### config.mk
export PLATFORM = sky130hd
export DESIGN_NAME = adc_cmd_sequencer
export DESIGN_NICKNAME = d
export VERILOG_FILES = /design/src/rtl/adc_ctrl_pkg.sv /design/src/rtl/adc_cmd_fifo.sv /design/src/rtl/adc_cmd_sequencer.sv
export SDC_FILE = /design/constraint.sdc
export NUM_CORES = 1
export LEC_CHECK = 0
export BUFFER_PORTS_ARGS = -buffer_cell sky130_fd_sc_hd__buf_2
export CORE_MARGIN = 5
export CORE_UTILIZATION = 60
export DETAILED_ROUTE_END_ITERATION = 8
export GPL_TIMING_DRIVEN = 1
export MAX_ROUTING_LAYER = met4
export PLACE_DENSITY = 0.87
export SLEW_MARGIN = 40
export SYNTH_ARGS = -nofsm -noshare
export SYNTH_HDL_FRONTEND = slang
export SYNTH_SLANG_ARGS = --single-unit
export TNS_END_PERCENT = 50
### constraint.sdc
create_clock -name clk -period 5.4 [get_ports clk]
set_input_delay 1.08 -clock clk [delete_from_list [all_inputs] [get_ports clk]]
set_output_delay 1.08 -clock clk [all_outputs]
set_load 0.02 [all_outputs]
### src/rtl/adc_ctrl_pkg.sv
// Shared definitions for the ADC command sequencer and ADC control module.
// Command codes, sequencer states and the serial command word type.
package adc_ctrl_pkg;

    localparam logic [7:0] CODE_IDLE    = 8'h00;
    localparam logic [7:0] CODE_BUFFER  = 8'h01;
    localparam logic [7:0] CODE_ISSUE   = 8'h02;
    localparam logic [7:0] CODE_HWRESET = 8'hFF;

    typedef logic [23:0] adc_cmd_t;

    typedef enum logic [2:0] {
        S_IDLE,
        S_RST,
        S_RECOV,
        S_BUF,
        S_ISSUE,
        S_GAP
    } seq_state_t;

endpackage

### src/rtl/adc_cmd_fifo.sv
// Single-clock command FIFO holding queued ADC serial register words.
// Full/empty flags and occupancy are derived from one registered count.
module adc_cmd_fifo
    import adc_ctrl_pkg::*;
#(
    parameter int DEPTH = 8
) (
    input  logic                   clk,
    input  logic                   rst,
    input  logic                   push,
    input  adc_cmd_t               wdata,
    input  logic                   pop,
    output adc_cmd_t               rdata,
    output logic                   full,
    output logic                   empty,
    output logic [$clog2(DEPTH):0] count
);

    localparam int AW = $clog2(DEPTH);
    localparam logic [AW:0] FULL_CNT = (AW + 1)'(DEPTH);

    adc_cmd_t      mem [DEPTH];
    logic [AW-1:0] wr_ptr;
    logic [AW-1:0] rd_ptr;
    logic          do_push;
    logic          do_pop;

    assign do_push = push & ~full;
    assign do_pop  = pop & ~empty;
    assign full    = (count == FULL_CNT);
    assign empty   = (count == '0);
    assign rdata   = mem[rd_ptr];

    // Storage array; contents need no reset since count gates reads.
    always_ff @(posedge clk) begin
        if (do_push) begin
            mem[wr_ptr] <= wdata;
        end
    end

    // Pointers wrap naturally at the power-of-two depth.
    always_ff @(posedge clk) begin
        if (rst) begin
            wr_ptr <= '0;
            rd_ptr <= '0;
            count  <= '0;
        end else begin
            if (do_push) begin
                wr_ptr <= wr_ptr + 1'b1;
            end
            if (do_pop) begin
                rd_ptr <= rd_ptr + 1'b1;
            end
            unique case ({do_push, do_pop})
                2'b10:   count <= count + 1'b1;
                2'b01:   count <= count - 1'b1;
                default: count <= count;
            endcase
        end
    end

endmodule

### src/rtl/adc_cmd_sequencer.sv
// Sequences ADC hardware resets and queued serial register writes onto
// the slow control-command bus, holding each code long enough to sample.
module adc_cmd_sequencer
    import adc_ctrl_pkg::*;
#(
    parameter int FIFO_DEPTH   = 8,
    parameter int RESET_HOLD   = 200,
    parameter int RECOVER_HOLD = 2000,
    parameter int BUF_HOLD     = 100,
    parameter int ISSUE_HOLD   = 700,
    parameter int GAP_HOLD     = 100,
    parameter int TMR_W        = 16
) (
    input  logic        clk,
    input  logic        iStateReset,
    input  logic        iHwResetReq,
    input  logic        iCmdValid,
    input  logic [23:0] iCmdData,
    output logic        oCmdReady,
    output logic [7:0]  adc_control_comm,
    output logic [23:0] adc_serial_cmd,
    output logic        oBusy,
    output logic        oCmdDone,
    output logic        oResetDone,
    output logic [15:0] oDoneCount
);

    localparam logic [TMR_W-1:0] T_RST   = TMR_W'(RESET_HOLD - 1);
    localparam logic [TMR_W-1:0] T_RECOV = TMR_W'(RECOVER_HOLD - 1);
    localparam logic [TMR_W-1:0] T_BUF   = TMR_W'(BUF_HOLD - 1);
    localparam logic [TMR_W-1:0] T_ISSUE = TMR_W'(ISSUE_HOLD - 1);
    localparam logic [TMR_W-1:0] T_GAP   = TMR_W'(GAP_HOLD - 1);
    localparam int CW = $clog2(FIFO_DEPTH) + 1;

    seq_state_t       state;
    logic [TMR_W-1:0] timer;
    logic             rst_pending;
    logic [15:0]      done_cnt;

    logic             fifo_pop;
    logic             fifo_full;
    logic             fifo_empty;
    adc_cmd_t         fifo_rdata;
    logic [CW-1:0]    fifo_count;

    // A pending hardware reset outranks any queued command in idle.
    assign fifo_pop = (state == S_IDLE) & ~rst_pending & ~fifo_empty;

    assign oCmdReady  = ~fifo_full;
    assign oBusy      = (state != S_IDLE) | (fifo_count != '0) | rst_pending;
    assign oDoneCount = done_cnt;

    adc_cmd_fifo #(
        .DEPTH (FIFO_DEPTH)
    ) u_fifo (
        .clk   (clk),
        .rst   (iStateReset),
        .push  (iCmdValid),
        .wdata (iCmdData),
        .pop   (fifo_pop),
        .rdata (fifo_rdata),
        .full  (fifo_full),
        .empty (fifo_empty),
        .count (fifo_count)
    );

    // Command FSM: code, word and pulses are registered with the state.
    always_ff @(posedge clk) begin
        if (iStateReset) begin
            state            <= S_IDLE;
            timer            <= '0;
            rst_pending      <= 1'b0;
            done_cnt         <= '0;
            adc_control_comm <= CODE_IDLE;
            adc_serial_cmd   <= '0;
            oCmdDone         <= 1'b0;
            oResetDone       <= 1'b0;
        end else begin
            oCmdDone   <= 1'b0;
            oResetDone <= 1'b0;
            if (timer != '0) begin
                timer <= timer - 1'b1;
            end
            // A new request wins over the clear on entry to S_RST.
            if (iHwResetReq) begin
                rst_pending <= 1'b1;
            end else if (state == S_IDLE && rst_pending) begin
                rst_pending <= 1'b0;
            end
            unique case (state)
                S_IDLE: begin
                    if (rst_pending) begin
                        state            <= S_RST;
                        timer            <= T_RST;
                        adc_control_comm <= CODE_HWRESET;
                    end else if (!fifo_empty) begin
                        state            <= S_BUF;
                        timer            <= T_BUF;
                        adc_control_comm <= CODE_BUFFER;
                        adc_serial_cmd   <= fifo_rdata;
                    end
                end
                S_RST: begin
                    if (timer == '0) begin
                        state            <= S_RECOV;
                        timer            <= T_RECOV;
                        adc_control_comm <= CODE_IDLE;
                    end
                end
                S_RECOV: begin
                    if (timer == '0) begin
                        state            <= S_IDLE;
                        timer            <= '0;
                        adc_control_comm <= CODE_IDLE;
                        oResetDone       <= 1'b1;
                    end
                end
                S_BUF: begin
                    if (timer == '0) begin
                        state            <= S_ISSUE;
                        timer            <= T_ISSUE;
                        adc_control_comm <= CODE_ISSUE;
                    end
                end
                S_ISSUE: begin
                    if (timer == '0) begin
                        state            <= S_GAP;
                        timer            <= T_GAP;
                        adc_control_comm <= CODE_IDLE;
                    end
                end
                S_GAP: begin
                    if (timer == '0) begin
                        state            <= S_IDLE;
                        timer            <= '0;
                        adc_control_comm <= CODE_IDLE;
                        oCmdDone         <= 1'b1;
                        done_cnt         <= done_cnt + 1'b1;
                    end
                end
                default: begin
                    state            <= S_IDLE;
                    timer            <= '0;
                    adc_control_comm <= CODE_IDLE;
                end
            endcase
        end
    end

endmodule

==> key figures <==
Outcome
  • Status: finished clean

Placement
  • Pre-CTS WS: 2.110 ns
  • Final HPWL DP: 14530 um
  • RePlAce Congestion: 0.8781
  • Port buffer count: 79

Yosys
  • Distinct cells, synth: 62
  • Syn_area_per_cell: 15.15 um^2
  • Post-Syn Area: 10880 um^2
  • Synthesized flop and latch total: 267
  • Synth Net Count: 756
  • Gate Count Post-Synth: 718
  • Async SR Flop Fraction: 0%
  • Sequential-to-total area share from yosys stat: 66.79%
  • Number of synthesized flops with an enable pin: 192
  • Synth Flop Type: edfxtp_1
  • Yosys warnings: 0

Global routing
  • Total grt overflow: 0
  • Largest net degree at the start of global routing: 65
  • Overall Global Routing Usage: 25.02%
  • Vias in the first global route: 6794
  • Initial antenna violation count: 3
  • First-pass GRT wire length: 38670 um

STA
  • Worst slew pin tran: 0.7699 ns
  • Final hold violation count: 0
  • RSZ-0062 raised after global routing: false
  • Setup TNS: 0 ns
  • Setup ws final: 2.051 ns
  • Final Max Tran Viols: 0
  • Clock skew: 0.02994 ns
  • Normalized max-slew margin: 48.61%
  • # setup viols final: 0
  • Peak Freq: 0.2986 GHz
  • Final Critical Period: 3.349 ns
  • Period utilization: 62.01%

Routing
  • Iteration-0 DRC Markers: 586
  • Antenna-violating nets left: 0
  • Vias: 6715
  • Met3 WL post-DR: 2122 um
  • Drt via density: 6.426
  • DRT met1 WL: 9474 um
  • DRC Markers: 0
  • Top sig layer: met4
  • DR pass1 iterations: 7
  • Total wire length: 25120 um
  • WL per Instance: 24.04 um
  • DR WL met2: 12790 um

CTS
  • CTS root buf: clkbuf_16
  • # clock sinks: 267
  • CTS Buf Count: 26
  • Setup Buffers After CTS: 0
  • Number of H-tree levels: 1
  • Later-pin clock latency in the skew report: 0.55 ns
  • CTS tree: built
  • Hold-fix buffers, CTS: 0
  • Clk buf depth: 3
  • Post-CTS sizing: 0
  • Clk slew on worst S/H paths: 0.06 ns

Die
  • Die X: 144.7 um
  • Die footprint: 20930 um^2
  • Initial Util: 60.78%
  • Ports: 80
  • Row count: 49
  • Die H: 144.7 um
  • CORE AREA: 17900 um^2

Power and ir drop
  • P_leak: 4.224 nW
  • Cell Pwr Density: 531.4 nW/um^2
  • Overall Power: 6.614 mW
  • Maximum vdd drop: 0.3625 mV

Finish
  • Fin nets: 830
  • Register area: 7276 um^2
  • Commonest cells after routing, fill and taps aside: edfxtp_1, buf_2, dfxtp_1
  • Layout cells sized above 1: 26.48%
  • Most common cell after layout, fill and taps aside: edfxtp_1
  • Filler cell count in the final layout: 1112
  • Area of the multi-input gates: 3395 um^2
  • P&R area growth vs syn: 14.40%

Worst setup path
  • Crit path cell chain: or3_1 -> nor3_4 -> buf_4 -> ha_1 -> ha_1 -> a21o_1 -> a21oi_1 -> xnor2_1 -> or3_1 -> a21oi_1
  • Arr. time, crit path: 3.80 ns
  • Largest fanout on the critical path: 53
  • Nature of the critical path endpoint: flip-flop
  • Data required, critical path: 5.85 ns
  • Critical path type: reg -> reg
  • Slowest-stage cell, CP: or3_1
  • CP top delay family: simple AND/OR/NAND/NOR gates
  • Crit path buf inv count: 1
  • Max incr delay on CP: 0.58 ns
  • CP Launch Type: flip-flop

Worst hold path
  • Hold crit path type: reg -> reg

Run
  • Max_cap viols: 0
## worst min-delay path: stages, from the launching register on
cell and delay [ns]:
dfxtp_1 0.31, nor2_1 0.10, a211oi_1 0.05
## cell families (layout without fill, tap and decap cells)
| family | after synthesis | count (layout) | share of synthesized area, % |
|---|---|---|---|
| flops | 267 | 267 | 66.79 |
| simple gates | 200 | 200 | 9.717 |
| compound gates | 87 | 87 | 5.451 |
| mux | 76 | 76 | 12.56 |
| buf+inv | 56 | 150 | 2.495 |
| xor+xnor | 22 | 22 | 1.771 |
| fa+ha+maj | 10 | 10 | 1.219 |
| other cells | 0 | 4 | 0 |
## through the flow
step / hold slack [ns] / cell area (um^2) / util [%] / instances
after floorplan: 0.4931 / 10880 / - / 718
after global placement: 0.4771 / 11460 / 64.04 / 991
after detailed placement: 0.4936 / 11510 / 64.31 / 993
after CTS: 0.5067 / 12430 / 69.44 / 1041
after global routing: 0.5289 / 12440 / 69.51 / 1044
final: 0.5058 / 12450 / 69.53 / 1045
## final cells by class
cell class              instances  area share (%)
flip-flops and latches        267           58.45
multi-input cells             395           27.27
clock buffers                  40           6.635
repair buffers                 93           4.222
well taps                     229           2.302
clock inverters                 8          0.7439
inverters                       9          0.2915
diodes                          4         0.08042
## routing by layer
| layer | track usage [%] | up-vias |
|---|---|---|
| li1 | - | 2947 |
| met1 | 31.06 | 3362 |
| met2 | 42.06 | 349 |
| met3 | 5.258 | 57 |
| met4 | 7.315 | 0 |
| met5 | - | - |
## flip-flops by register name, summed over array words and instances (netlist names)
register,count
u_fifo.mem,192
adc_serial_cmd,24
oDoneCount,16
timer,16
u_fifo.count,4
adc_control_comm,3
state,3
u_fifo.rd_ptr,3
u_fifo.wr_ptr,3
oCmdDone,1
oResetDone,1
rst_pending,1
## final timing paths
check                                               startpoint                              to  slack, ns  cells past startpoint
worst max-delay path                     state[1]$_SDFFE_PP0P_    u_fifo.count[3]$_SDFFE_PP0P_       2.05                     10
worst max register to register           state[1]$_SDFFE_PP0P_    u_fifo.count[3]$_SDFFE_PP0P_       2.05                     10
worst min-delay path            adc_serial_cmd[6]$_SDFFE_PP0P_  adc_serial_cmd[6]$_SDFFE_PP0P_       0.51                      2
worst min register to register  adc_serial_cmd[6]$_SDFFE_PP0P_  adc_serial_cmd[6]$_SDFFE_PP0P_       0.51                      2
## Yosys cell counts, drive strengths merged, types with 2 or more instances
library cell  number  share of area (%)
mux4              48                9.9
nand3             10               0.46
nor2              65                2.2
xnor2             15                1.2
o31ai              2               0.14
ha                 9                1.0
and3               5               0.30
and4               6               0.49
a211o              2               0.16
nor4b              2               0.16
o21ai              9               0.41
inv                9               0.33
a21o               2               0.14
nor3b              3               0.25
dfxtp             75                 14
nor4              23                1.7
or3                4               0.23
xor2               7               0.56
mux2i             27                2.5
nor2b              5               0.29
nand4              8               0.46
clkbuf            20               0.69
and2               2               0.11
edfxtp           192                 53
o211ai             2               0.14
nor3              23                1.2
o21a               2               0.14
or4                2               0.17
a21oi             25                1.1
nand2             37                1.3
buf               27                1.5
nand2b             2               0.11
o22ai              2               0.11
a211oi            30                2.1
## where the power goes
| part | switching, mW | leakage [nW] | internal [mW] |
|---|---|---|---|
| sequential | 0.241 | 2.36 | 2.44 |
| combinational | 1.22 | 1.41 | 0.842 |
| clock | 0.760 | 0.453 | 1.11 |
No activity file was read; power rests on OpenSTA's default activity.
